==> config.mk <==
export PLATFORM = sky130hd
export DESIGN_NAME = led_pattern_seq
export DESIGN_NICKNAME = d
export VERILOG_FILES = /design/src/rtl/led_pattern_seq.sv
export SDC_FILE = /design/constraint.sdc
export NUM_CORES = 1
export LEC_CHECK = 0
export CAP_MARGIN = 40
export CELL_PAD_IN_SITES_DETAIL_PLACEMENT = 1
export CELL_PAD_IN_SITES_GLOBAL_PLACEMENT = 2
export CORE_ASPECT_RATIO = 0.7
export CORE_MARGIN = 2
export CORE_UTILIZATION = 41
export DETAILED_ROUTE_END_ITERATION = 16
export GPL_ROUTABILITY_DRIVEN = 0
export PLACE_DENSITY = 0.78
export SLEW_MARGIN = 10
export SYNTH_ARGS = -nofsm -noshare
export SYNTH_HDL_FRONTEND = slang
export SYNTH_SLANG_ARGS = --single-unit
==> constraint.sdc <==
create_clock -name CLK_24MHz -period 4.95 [get_ports CLK_24MHz]
set_input_delay 0.7425 -clock CLK_24MHz [delete_from_list [all_inputs] [get_ports CLK_24MHz]]
set_output_delay 0.7425 -clock CLK_24MHz [all_outputs]
set_load 0.05 [all_outputs]
==> src/rtl/led_pattern_seq.sv <==
// ---------------------------------------------------------------------------
// led_pattern_seq
//
// LED pattern sequencer for the user-LED bank. One free-running prescaler
// paces four selectable patterns: chase up, chase down, bounce and bar fill.
// Tact1 holds the pattern in restart while pressed. Each press of Tact2
// selects the next mode. Both buttons are synchronised and debounced here.
//
// Ports
//   CLK_24MHz  in   system clock; all logic runs on the rising edge
//   RESET_N    in   asynchronous, active-low reset
//   Tact1      in   asynchronous button; held = restart (idle, LEDs off)
//   Tact2      in   asynchronous button; press = next mode
//   USER_LED   out  [N_LED] registered LED drive; LED_ON is the lit level
//   MODE       out  [2] registered current mode
//   TICK       out  one-clock pulse, registered, on each prescaler step
// ---------------------------------------------------------------------------
module led_pattern_seq #(
   parameter int   N_LED   = 8,
   parameter int   W_CNT   = 23,
   parameter int   W_DB    = 16,
   parameter logic TACT_ON = 1'b0,
   parameter logic LED_ON  = 1'b0
) (
   input  logic             CLK_24MHz,
   input  logic             RESET_N,
   input  logic             Tact1,
   input  logic             Tact2,
   output logic [N_LED-1:0] USER_LED,
   output logic [1:0]       MODE,
   output logic             TICK
);

   localparam int               W_POS       = $clog2(N_LED + 1);
   localparam logic [W_POS-1:0] POS_LAST    = W_POS'(N_LED - 1);
   localparam logic [W_POS-1:0] POS_FULL    = W_POS'(N_LED);
   localparam logic [N_LED-1:0] LED_OFF_VEC = {N_LED{~LED_ON}};

   typedef enum logic {ST_IDLE, ST_RUN} state_t;

   // Button index 0 is Tact1 and index 1 is Tact2.
   logic [1:0]            sync1_q, sync1_d;
   logic [1:0]            sync2_q, sync2_d;
   logic [1:0]            db_lvl_q, db_lvl_d;
   logic [1:0][W_DB-1:0]  db_cnt_q, db_cnt_d;
   logic                  t2_prev_q, t2_prev_d;
   logic [W_CNT-1:0]      cnt_q, cnt_d;
   logic                  tick_q, tick_d;
   state_t                state_q, state_d;
   logic [W_POS-1:0]      pos_q, pos_d;
   logic                  dir_up_q, dir_up_d;
   logic [1:0]            mode_q, mode_d;
   logic [N_LED-1:0]      led_q, led_d;
   logic [N_LED-1:0]      lit;

   logic held;
   logic t2_event;
   logic step;

   // Synchroniser and debouncer. The counter only runs while the
   // synchronised input disagrees with the debounced level. Any return to
   // agreement clears it, so the input must stay changed for 2^W_DB clocks.
   always_comb begin
      sync1_d  = {Tact2, Tact1};
      sync2_d  = sync1_q;
      db_lvl_d = db_lvl_q;
      db_cnt_d = db_cnt_q;
      for (int b = 0; b < 2; b++) begin
         if (sync2_q[b] == db_lvl_q[b]) begin
            db_cnt_d[b] = '0;
         end else if (db_cnt_q[b] == '1) begin
            db_lvl_d[b] = sync2_q[b];
            db_cnt_d[b] = '0;
         end else begin
            db_cnt_d[b] = db_cnt_q[b] + W_DB'(1);
         end
      end
   end

   // Tact1 has priority, so a Tact2 press during a Tact1 hold is dropped.
   assign held      = (db_lvl_q[0] == TACT_ON);
   assign t2_prev_d = db_lvl_q[1];
   assign t2_event  = (db_lvl_q[1] == TACT_ON) && (t2_prev_q != TACT_ON) && !held;

   // The prescaler restarts from all-ones on every reload. The first step
   // after a reload therefore lands exactly 2^W_CNT clocks later.
   always_comb begin
      cnt_d = cnt_q - W_CNT'(1);
      if (held || t2_event || (cnt_q == '0)) begin
         cnt_d = '1;
      end
   end

   assign step   = (cnt_q == '0) && !held;
   assign tick_d = step;

   // Next-state logic. A Tact2 event beats a coincident step.
   always_comb begin
      state_d  = state_q;
      pos_d    = pos_q;
      dir_up_d = dir_up_q;
      mode_d   = mode_q;
      if (held) begin
         state_d  = ST_IDLE;
         pos_d    = '0;
         dir_up_d = 1'b1;
      end else if (t2_event) begin
         mode_d   = mode_q + 2'd1;
         state_d  = ST_IDLE;
         pos_d    = '0;
         dir_up_d = 1'b1;
      end else if (step) begin
         if (state_q == ST_IDLE) begin
            state_d  = ST_RUN;
            dir_up_d = 1'b1;
            case (mode_q)
               2'd1:    pos_d = POS_LAST;
               2'd3:    pos_d = W_POS'(1);
               default: pos_d = '0;
            endcase
         end else begin
            case (mode_q)
               2'd0: pos_d = (pos_q == POS_LAST) ? '0 : pos_q + W_POS'(1);
               2'd1: pos_d = (pos_q == '0) ? POS_LAST : pos_q - W_POS'(1);
               2'd2: begin
                  // Turn around on arriving at an end. Each endpoint then
                  // shows for a single step.
                  if (dir_up_q) begin
                     pos_d = pos_q + W_POS'(1);
                     if (pos_d == POS_LAST) dir_up_d = 1'b0;
                  end else begin
                     pos_d = pos_q - W_POS'(1);
                     if (pos_d == '0) dir_up_d = 1'b1;
                  end
               end
               // In bar-fill mode, pos is the lit count: 1..N_LED, then 0.
               default: pos_d = (pos_q == POS_FULL) ? '0 : pos_q + W_POS'(1);
            endcase
         end
      end
   end

   // Output decode from the next state. This keeps USER_LED registered and
   // aligned with TICK.
   always_comb begin
      lit = '0;
      if (state_d == ST_RUN) begin
         for (int i = 0; i < N_LED; i++) begin
            lit[i] = (mode_d == 2'd3) ? (W_POS'(i) < pos_d) : (W_POS'(i) == pos_d);
         end
      end
      led_d = lit ^ LED_OFF_VEC;
   end

   // State register
   always_ff @(posedge CLK_24MHz or negedge RESET_N) begin
      if (!RESET_N) begin
         sync1_q   <= {2{~TACT_ON}};
         sync2_q   <= {2{~TACT_ON}};
         db_lvl_q  <= {2{~TACT_ON}};
         db_cnt_q  <= '0;
         t2_prev_q <= ~TACT_ON;
         cnt_q     <= '1;
         tick_q    <= 1'b0;
         state_q   <= ST_IDLE;
         pos_q     <= '0;
         dir_up_q  <= 1'b1;
         mode_q    <= 2'd0;
         led_q     <= LED_OFF_VEC;
      end else begin
         sync1_q   <= sync1_d;
         sync2_q   <= sync2_d;
         db_lvl_q  <= db_lvl_d;
         db_cnt_q  <= db_cnt_d;
         t2_prev_q <= t2_prev_d;
         cnt_q     <= cnt_d;
         tick_q    <= tick_d;
         state_q   <= state_d;
         pos_q     <= pos_d;
         dir_up_q  <= dir_up_d;
         mode_q    <= mode_d;
         led_q     <= led_d;
      end
   end

   assign USER_LED = led_q;
   assign MODE     = mode_q;
   assign TICK     = tick_q;

endmodule

==> out/qor.txt, run 1 <==
Setup WS pre-CTS = 2.20 ns
Critical path endpoint category = register
Syn Nets = 444
Critical path class = reg2reg
Worst Path Required = 5.19 ns
Startpoint types = register
Sequential power share = 50.3%
Logic pwr share = 2.3%
Routed Antenna Nets = 0
Drt initial violations = 104
Sw Pwr = 271 uW
P&R area growth vs syn = 13.4%
Grt total ovfl = 0
Die Wd = 125 um
Final setup fails = 0
Worst-path clk slew = 0.06 ns
Synth area leader = dfstp_2
Yosys top cell area share = 24.4%
Fin crit period = 2.80 ns
Hold/Removal Path Class = in2async
Seq/Total Area, Yosys = 48.3%
CTS Buf Count = 9
DRC viols = 0
PortBufs = 14
Asr flop ratio synth = 100%
Synth area leaders = dfstp_2 24%, dfrtp_1 24%, xnor2_1 5.4%, nor2_1 4.8%, ha_1 4.2%
Worst reg2reg endpoint = USER_LED[4]
Vias per cell = 5.44
HPWL after DPL = 6870 um
Postcts setup bufs = 0
Post-Syn Instances = 426
Worst skew pair latency = 0.34 ns
P_int = 1040 uW
Via count = 3108
Worst-Margin Slew = 0.742 ns
Largest net degree at the start of global routing = 64
R2r setup slk = 2.15 ns
Routed len/inst = 16.7 um
Die ar. = 11100 um^2
Clock Power Share = 47.4%
PwrDens = 275 nW/um^2
Top Ports = 15
First-pass GRT wire length = 16400 um
Max FO, Critical Path = 10
FP Rows = 30
Gr usage total = 18.6%
CTS max path bufs = 2
YS warnings = 0
Ratio of cells with drive above 1 in the final layout = 18.5%
Final wirelength = 9540 um
Cts-stage hold buffer count = 0
Number of synthesized flops with an enable pin = 0
Final Cycle Share = 56.6%
Most common flop cell mapped by yosys = dfrtp_1
Tot Pwr = 1310 uW
Nets = 457
Unrepaired setup endpoints after global routing = no
Clk_skew = 0.00753 ns
Core Area = 9830 um^2
Max-slew headroom = 50.5%
CTS tree = yes
Number of global-route vias before repair = 3243
Htree depth = 3
RR Startpoint = MODE[0]
Chip height = 88.6 um
Slew Limit Fails = 0
Post-Syn Area = 4200 um^2
Status = complete, no violations
Highest clock rate = 357 MHz
Maximum VDD drop = 0.000178 V
Setup ws final = 2.15 ns
Max cap viols = 0
Finished Layout Cells = 571
Root Buffer Master = clkbuf_16
Placed cells = 556
Starting Density = 42.7%
Switching share of power = 20.7%
Synth Register Bits = 79
Leakage power = 0.00191 uW
Synth Area per Inst = 9.85 um^2
Post-CTS resize count = 0
R2r worst-path depth = 10
Distinct cell type count after synthesis = 62
Critical Path AT = 3.04 ns
Initial antenna violation count = 0
Clock sink count = 79
Total Neg Setup Slack = 0 ns
Diodes inserted = 0
DR pass1 iterations = 6
Final Hold Viols = 0
## flip-flops by register name (all words and copies together) (netlist names), 2 cells and up
signal,cells
db_cnt_q,32
cnt_q,23
USER_LED,8
pos_q,4
MODE,2
db_lvl_q,2
sync1_q,2
sync2_q,2
## worst max-delay path by stage
stage / slack (ns) / start / end
2_1_floorplan: 2.31 / MODE[0] / USER_LED[4]
3_3_place_gp: 2.17 / cnt_q[0] / USER_LED[5]
3_5_place_dp: 2.20 / MODE[0] / USER_LED[4]
4_1_cts: 2.17 / MODE[0] / USER_LED[4]
5_1_grt: 1.94 / MODE[0] / USER_LED[4]
6_report: 2.15 / MODE[0] / USER_LED[4]
## synthesized netlist by cell type (3+ instances only)
cell type,n
a211oi_1,3
a21oi_1,11
and2_1,3
and3_1,17
clkbuf_1,12
dfrtp_1,40
dfstp_2,39
ha_1,14
inv_1,13
nand2_1,35
nand2b_1,4
nand3_1,28
nand3b_1,3
nand4_1,8
nor2_1,54
nor2b_1,5
nor3_1,13
nor4_1,5
o21ai_0,13
o22ai_1,3
or3_1,5
xnor2_1,26
xor2_1,18
## cell type report
class	count	area (um^2)
inverters	16	62.6
clock inverters	3	17.5
flip-flops and latches	79	2030
clock buffers	12	267
multi-input cells	317	2050
fillers	1100	5080
well taps	128	160
repair buffers	16	176
## critical path: stages (launching register included)
cell	delay (ns)
dfrtp_1	0.54
inv_1	0.11
ha_1	0.28
and2_1	0.23
a211oi_1	0.32
nand3b_1	0.16
o2111ai_1	0.16
a32oi_4	0.42
inv_4	0.08
nor4_1	0.29
nor3_1	0.11
## layer usage
metal  wire length (um)  track usage (%)  part of all wire, %
met4                 38             3.33                 0.40
met3                294             5.32                  3.1
met5                  0                0                    0
met2               4110             29.3                   43
met1               5100             26.3                   53
## cell families (layout without fill, tap and decap cells)
family                     Yosys count  after routing  synth area share, %
and+or+nand+nor                    196            196                 24.0
xor gates and xnor gates            44             44                 9.18
DFF                                 79             79                 48.3
buffers and inverters               30             47                 2.92
AOI/OAI and AO/OA                   60             60                 10.7
muxes                                3              3                0.775
adders and majority gates           14             14                 4.17
## metrics by stage
step | hold slack (ns) | area, um^2 | util, %
after floorplan | 0.345 | 4200 | -
after global placement | 0.352 | 4430 | 45.1
after detailed placement | 0.348 | 4470 | 45.5
after CTS | 0.283 | 4760 | 48.4
after global routing | 0.281 | 4760 | 48.4
final | 0.286 | 4760 | 48.4
## layout by cell type, fill, tap and decap left out, types with 3 or more instances in the layout
| cell type | instances |
|---|---|
| xnor2_1 | 26 |
| dfrtp_1 | 40 |
| dfstp_2 | 39 |
| clkbuf_16 | 9 |
| and2_1 | 3 |
| o22ai_1 | 3 |
| and3_1 | 17 |
| ha_1 | 14 |
| clkbuf_8 | 3 |
| nand2b_1 | 4 |
| nand3b_1 | 3 |
| nand4_1 | 8 |
| nand2_1 | 35 |
| nor2_1 | 54 |
| a211oi_1 | 3 |
| xor2_1 | 18 |
| clkdlybuf4s50_1 | 13 |
| nor2b_1 | 5 |
| or3_1 | 5 |
| inv_1 | 13 |
| nand3_1 | 28 |
| a21oi_1 | 11 |
| nor4_1 | 5 |
| o21ai_0 | 13 |
| nor3_1 | 13 |
## power by group through the flow
stage | Sequential (uW) | Clock, uW | Combinational, uW
6_report | 659 | 621 | 29.9
5_1_grt | 660 | 667 | 34.9
4_1_cts | 659 | 638 | 31.6
3_5_place_dp | 670 | 0 | 31.3
3_3_place_gp | 669 | 0 | 27.5
2_1_floorplan | 668 | 0 | 10.8
No activity file was read; power rests on OpenSTA's default activity.
==> inputs of run 2 (changes only) <==
--- a/config.mk
+++ b/config.mk
@@ -10,10 +10,10 @@
 export CELL_PAD_IN_SITES_GLOBAL_PLACEMENT = 2
 export CORE_ASPECT_RATIO = 0.7
 export CORE_MARGIN = 2
-export CORE_UTILIZATION = 41
+export CORE_UTILIZATION = 36
 export DETAILED_ROUTE_END_ITERATION = 16
 export GPL_ROUTABILITY_DRIVEN = 0
-export PLACE_DENSITY = 0.78
+export PLACE_DENSITY = 0.73
 export SLEW_MARGIN = 10
 export SYNTH_ARGS = -nofsm -noshare
 export SYNTH_HDL_FRONTEND = slang
==> constraint.sdc (replaced) <==
create_clock -name CLK_24MHz -period 2.4 [get_ports CLK_24MHz]
set_input_delay 0.36 -clock CLK_24MHz [delete_from_list [all_inputs] [get_ports CLK_24MHz]]
set_output_delay 0.36 -clock CLK_24MHz [all_outputs]
set_load 0.05 [all_outputs]
==> out/qor.txt, run 2 (same netlist as run 1, synthesis figures left out) <==
Max reg flops = 32 (unchanged)
Fin crit period = 2.39 ns (-0.407 ns)
Most numerous cell on the critical path = buf_4
Final Hold Viols = 0 (unchanged)
CTS tree = yes
Worst Path Required = 2.65 ns (-2.54 ns)
R2r worst-path depth = 9 (-1)
Critical path endpoint category = register
Drt initial violations = 160 (+54%)
Starting Density = 37.6% (-5.1 points)
Combined area of the multi-input logic cells = 2250 um^2 (+9.9%)
Number of fill cells = 1242 (+13%)
Largest stage delay, worst path = 0.53 ns (about the same)
Leakage power = 0.00215 uW (+12%)
Clock sink count = 79 (unchanged)
Startpoint types = register
WHS Path Cells = 0
Htree depth = 3 (unchanged)
Placed cells = 608 (+9.4%)
DR WL met2 = 4780 um (+16%)
Routed Antenna Nets = 0 (unchanged)
Most frequent cells in the layout = 53 x nor2_1, 40 x buf_4, 39 x dfstp_2, 37 x dfrtp_1, 35 x nand2_1
Core Area = 11200 um^2 (+14%)
FP Rows = 32 (+6.7%)
CTS Buf Count = 9 (unchanged)
Final wirelength = 10600 um (+11%)
Ratio of cells with drive above 1 in the final layout = 31.0% (+12 points)
Diodes inserted = 0 (unchanged)
Largest net degree at the start of global routing = 54 (-16%)
PortBufs = 14 (unchanged)
Most flop-heavy register = db_cnt_q
Slew Limit Fails = 0 (unchanged)
Initial antenna violation count = 0 (unchanged)
Vias per cell = 5.19 (-4.7%)
Status = complete, no violations
Finished Layout Cells = 640 (+12%)
HPWL after DPL = 7120 um (+3.7%)
Slowest-stage cell, CP = or4_4
Commonest non-fill, non-tap cell in the layout = nor2_1
First-pass GRT wire length = 16900 um (+3.0%)
Chip height = 94.3 um (+6.4%)
Layout Utilization = 47.5% (-0.84 points)
Final setup fails = 0 (unchanged)
Final Cycle Share = 99.8% (+43 points)
Number of global-route vias before repair = 3271 (+0.86%)
Setup WS pre-CTS = -0.102 ns (-2.31 ns)
Critical Path AT = 2.64 ns (-0.40 ns)
P&R area growth vs syn = 26.5%
Max FO, Critical Path = 5 (-5)
Clk_skew = 0.00485 ns (-0.00268 ns)
DRC viols = 0 (unchanged)
PwrDens = 494 nW/um^2 (+79%)
Routed len/inst = 16.6 um (-0.66%)
Critical path class = reg2reg
Die ar. = 12600 um^2 (+13%)
Gr usage total = 17.2% (-1.4 points)
Maximum VDD drop = 0.000326 V (+83%)
Worst-path cell chain = or4_4 -> and4b_2 -> buf_4 -> and3_4 -> a32oi_2 -> buf_4 -> a21boi_4 -> a41o_1 -> a21oi_2
Max-slew headroom = 66.0% (+16 points)
Area occupied by registers = 2030 um^2 (+0.31%)
Root Buffer Master = clkbuf_16
Worst-Margin Slew = 0.508 ns (-0.234 ns)
Final instance area = 5310 um^2 (+12%)
Highest clock rate = 418 MHz (+17%)
Placed instance area = 4700 um^2 (+5.1%)
Setup ws final = 0.00506 ns (-2.14 ns)
Via count = 3321 (+6.9%)
Tot Pwr = 2620 uW (+100%)
Hold/Removal Path Class = reg2reg
Met3 wire length = 372 um (+27%)
CTS max path bufs = 2 (unchanged)
Max cap viols = 0 (unchanged)
Top Ports = 15 (unchanged)
Nets = 500 (+9.4%)
Routed metal-1 wire length = 5310 um (+4.2%)
Worst-path clk slew = 0.06 ns (about the same)
Max Used Layer = met4
Grt total ovfl = 0 (unchanged)
Die Wd = 133 um (+6.5%)
Worst skew pair latency = 0.33 ns (about the same)
DR pass1 iterations = 4 (-2)
## run 2: changes by cell type in the layout (fill, tap and decap cells not counted), sizes merged
| cell | before | now |
|---|---|---|
| clkbuf | 12 | 14 |
| dlygate4sd3 | 0 | 1 |
| clkinv | 2 | 1 |
| buf | 3 | 45 |
## run 2: area by class of cell
class | count | area share [%]
clock inverter | 2 | 0.236
tap | 153 | 3.61
sequential | 79 | 38.3
clock buffer | 14 | 4.59
timing repair buffer | 59 | 9.68
inverter | 16 | 1.23
multi-input combinational | 317 | 42.4
## run 2: critical path, delay by kind of cell, from the launching register on
family | cells | cell delay (ns)
and+or+nand+nor | 3 | 1.10
AOI/OAI and AO/OA | 4 | 0.52
DFF | 1 | 0.38
buffers and inverters | 2 | 0.32
## run 2: what timing repair did
| action | 4_1_cts | 5_1_grt |
|---|---|---|
| setup buffers | 2 | 13 |
| hold buffers | 1 | 0 |
| gates resized for setup | 7 | 37 |
| setup endpoints to repair | 6 | 8 |
| pin swaps | 1 | 15 |
| endpoints found under the hold margin | 6 | 0 |
## run 2: path summary, 6_finish.rpt
path                            slack [ns]          end        from
min in group asynchronous             0.50     pos_q[0]     RESET_N
worst min-delay path                  0.35   sync2_q[1]  sync1_q[1]
worst min register to register        0.35   sync2_q[1]  sync1_q[1]
max in group asynchronous             1.24    t2_prev_q     RESET_N
worst max-delay path                 0.005  USER_LED[6]   cnt_q[17]
worst max register to register       0.005  USER_LED[6]   cnt_q[17]
## run 2: layer usage
layer	track usage [%]	vias up
met5	0	-
met4	5.65	0
met3	3.65	18
met2	26.1	58
met1	24.7	1653
li1	-	1592
## run 2: stage by stage
stage	hold WS (ns)	TNS, ns
final	0.354	0
after global routing	0.362	-0.387
after CTS	0.356	0
after detailed placement	0.318	-0.162
after global placement	0.315	0
after floorplan	0.0644	0
## run 2: where the power goes
part           leakage (uW)  switching (uW)  internal (uW)  total, uW
Clock              0.000121             499            700       1200
Combinational       0.00107            42.6           18.5       61.0
Sequential         0.000958            10.6           1350       1360
Total               0.00215             552           2070       2620
==> inputs of run 3 (changes only) <==
--- a/config.mk
+++ b/config.mk
@@ -13,7 +13,7 @@
 export CORE_UTILIZATION = 36
 export DETAILED_ROUTE_END_ITERATION = 16
 export GPL_ROUTABILITY_DRIVEN = 0
-export PLACE_DENSITY = 0.73
+export PLACE_DENSITY = 0.78
 export SLEW_MARGIN = 10
 export SYNTH_ARGS = -nofsm -noshare
 export SYNTH_HDL_FRONTEND = slang
==> out/qor.txt, run 3 (same netlist as run 1, synthesis figures left out) <==
First-pass GRT wire length = 17100 um (+1.3%)
Hold endpoint = sync2_q[1]
R2r setup slk = 0.009 ns (about the same)
Worst-path clk slew = 0.06 ns (about the same)
Core Area = 11200 um^2 (unchanged)
Worst Path Required = 2.66 ns (about the same)
WHS Path Cells = 0 (unchanged)
Startpoint types = register
Final setup fails = 0 (unchanged)
Initial antenna violation count = 0 (unchanged)
Number of fill cells = 1244 (+0.16%)
Critical path class = reg2reg
Chip height = 94.3 um (unchanged)
Routed len/inst = 16.5 um (-0.84%)
Worst reg2reg endpoint = USER_LED[6]
Max cap viols = 0 (unchanged)
Nets = 495 (-1.0%)
Total Neg Setup Slack = 0 ns (unchanged)
Vias per cell = 5.17 (-0.37%)
Unrepaired setup endpoints after global routing = yes
Worst-path cell chain = ha_1 -> buf_4 -> nor2b_1 -> a21oi_2 -> a311oi_2 -> a21o_1 -> o21ai_4 -> inv_2 -> buf_4 -> a41o_1 -> a21oi_2
Routed Antenna Nets = 0 (unchanged)
Critical Path AT = 2.65 ns (about the same)
Leakage power = 0.00216 uW (+0.73%)
Starting Density = 37.6% (unchanged)
Number of global-route vias before repair = 3354 (+2.5%)
Status = complete, no violations
DRC viols = 0 (unchanged)
Commonest non-fill, non-tap cell in the layout = nor2_1
Tot Pwr = 2930 uW (+12%)
Most frequent cells in the layout = 52 x nor2_1, 39 x dfstp_2, 38 x buf_4, 37 x dfrtp_1, 35 x nand2_1
Maximum VDD drop = 0.000402 V (+23%)
Largest net degree at the start of global routing = 51 (-5.6%)
Critical path endpoint category = register
Worst-Margin Slew = 0.514 ns (+0.00638 ns)
Max FO, Critical Path = 5 (unchanged)
Via count = 3283 (-1.1%)
Hold/Removal Path Class = reg2reg
Buffers and inverters on the worst path = 3 (+1)
P&R area growth vs syn = 26.1%
Root Buffer Master = clkbuf_16
Clock sink count = 79 (unchanged)
FP Rows = 32 (unchanged)
Die Wd = 133 um (unchanged)
PortBufs = 14 (unchanged)
Worst Hold Launch = sync1_q[1]
Final wirelength = 10500 um (-1.6%)
Placed cells = 613 (+0.82%)
Slowest-stage cell, CP = dfrtp_1
Finished Layout Cells = 635 (-0.78%)
Highest clock rate = 418 MHz (+0.18%)
CTS max path bufs = 2 (unchanged)
PwrDens = 554 nW/um^2 (+12%)
Max reg flops = 32 (unchanged)
Worst skew pair latency = 0.33 ns (about the same)
CTS Buf Count = 9 (unchanged)
DR pass1 iterations = 4 (unchanged)
Htree depth = 3 (unchanged)
Slew Limit Fails = 0 (unchanged)
Final Hold Viols = 0 (unchanged)
Top Ports = 15 (unchanged)
R2r worst-path depth = 11 (+2)
Gr usage total = 17.3% (+0.12 points)
Most flop-heavy register = db_cnt_q
Final Cycle Share = 99.6% (-0.18 points)
Diodes inserted = 0 (unchanged)
CTS tree = yes
Cell family with most CP delay = compound AO/OA/AOI/OAI gates
Clk_skew = 0.00658 ns (+0.00173 ns)
RR Startpoint = pos_q[0]
Die ar. = 12600 um^2 (unchanged)
Drt initial violations = 192 (+20%)
Ratio of cells with drive above 1 in the final layout = 30.3% (-0.72 points)
Fin crit period = 2.39 ns (-0.00440 ns)
Grt total ovfl = 0 (unchanged)
Max-slew headroom = 65.6% (-0.43 points)
HPWL after DPL = 7220 um (+1.4%)
Largest stage delay, worst path = 0.43 ns (-0.10 ns)
run 3: cell types whose count changed in the layout (fill, tap and decap cells not counted), sizes merged:
cell | previous run | this run
clkinvlp | 1 | 0
clkbuf | 14 | 13
buf | 45 | 40
bufinv | 0 | 2
run 3: layout make-up:
cell class / count / area [um^2] / share of cell area (%)
clock inverters: 3 / 65.1 / 1.23
multi-input cells: 317 / 2200 / 41.7
clock buffers: 13 / 270 / 5.11
flip-flops and latches: 79 / 2030 / 38.4
inverters: 16 / 62.6 / 1.18
well taps: 153 / 191 / 3.62
repair buffers: 54 / 465 / 8.80
run 3: layer usage:
metal	GRT usage, %	wire length [um]
met4	3.49	68
met1	24.7	5250
met3	4.40	417
met2	26.9	4710
met5	0	0
run 3: worst max-delay path by stage:
stage	end	cells after the start	from
after detailed placement	USER_LED[4]	8	cnt_q[17]
after global placement	USER_LED[4]	9	pos_q[1]
final	USER_LED[6]	11	pos_q[0]
after CTS	USER_LED[4]	11	MODE[0]
after global routing	USER_LED[4]	10	cnt_q[0]
after floorplan	USER_LED[4]	10	MODE[0]
run 3: where the power goes:
group,switching [uW],internal (uW),total (uW)
logic,43.7,18.5,62.2
clock network,517,995,1510
registers,9.70,1350,1360
total,570,2360,2930
run 3: what timing repair did:
action | 4_1_cts | 5_1_grt
hold endpoints to repair | 8 | 0
pin swaps | 1 | 8
hold buffers | 1 | 0
setup buffers | 1 | 4
gates resized for setup | 1 | 31
endpoints found under the setup margin | 2 | 8
run 3: metrics by stage:
step | worst slack [ns] | cell area [um^2] | hold slack [ns] | utilization [%]
after floorplan | 0.0319 | 4200 | 0.0644 | -
after global placement | 0.0933 | 4740 | 0.334 | 42.4
after detailed placement | 0.00253 | 4740 | 0.341 | 42.4
after CTS | 0.00801 | 5100 | 0.351 | 45.7
after global routing | -0.0720 | 5290 | 0.357 | 47.4
final | 0.00946 | 5290 | 0.349 | 47.4
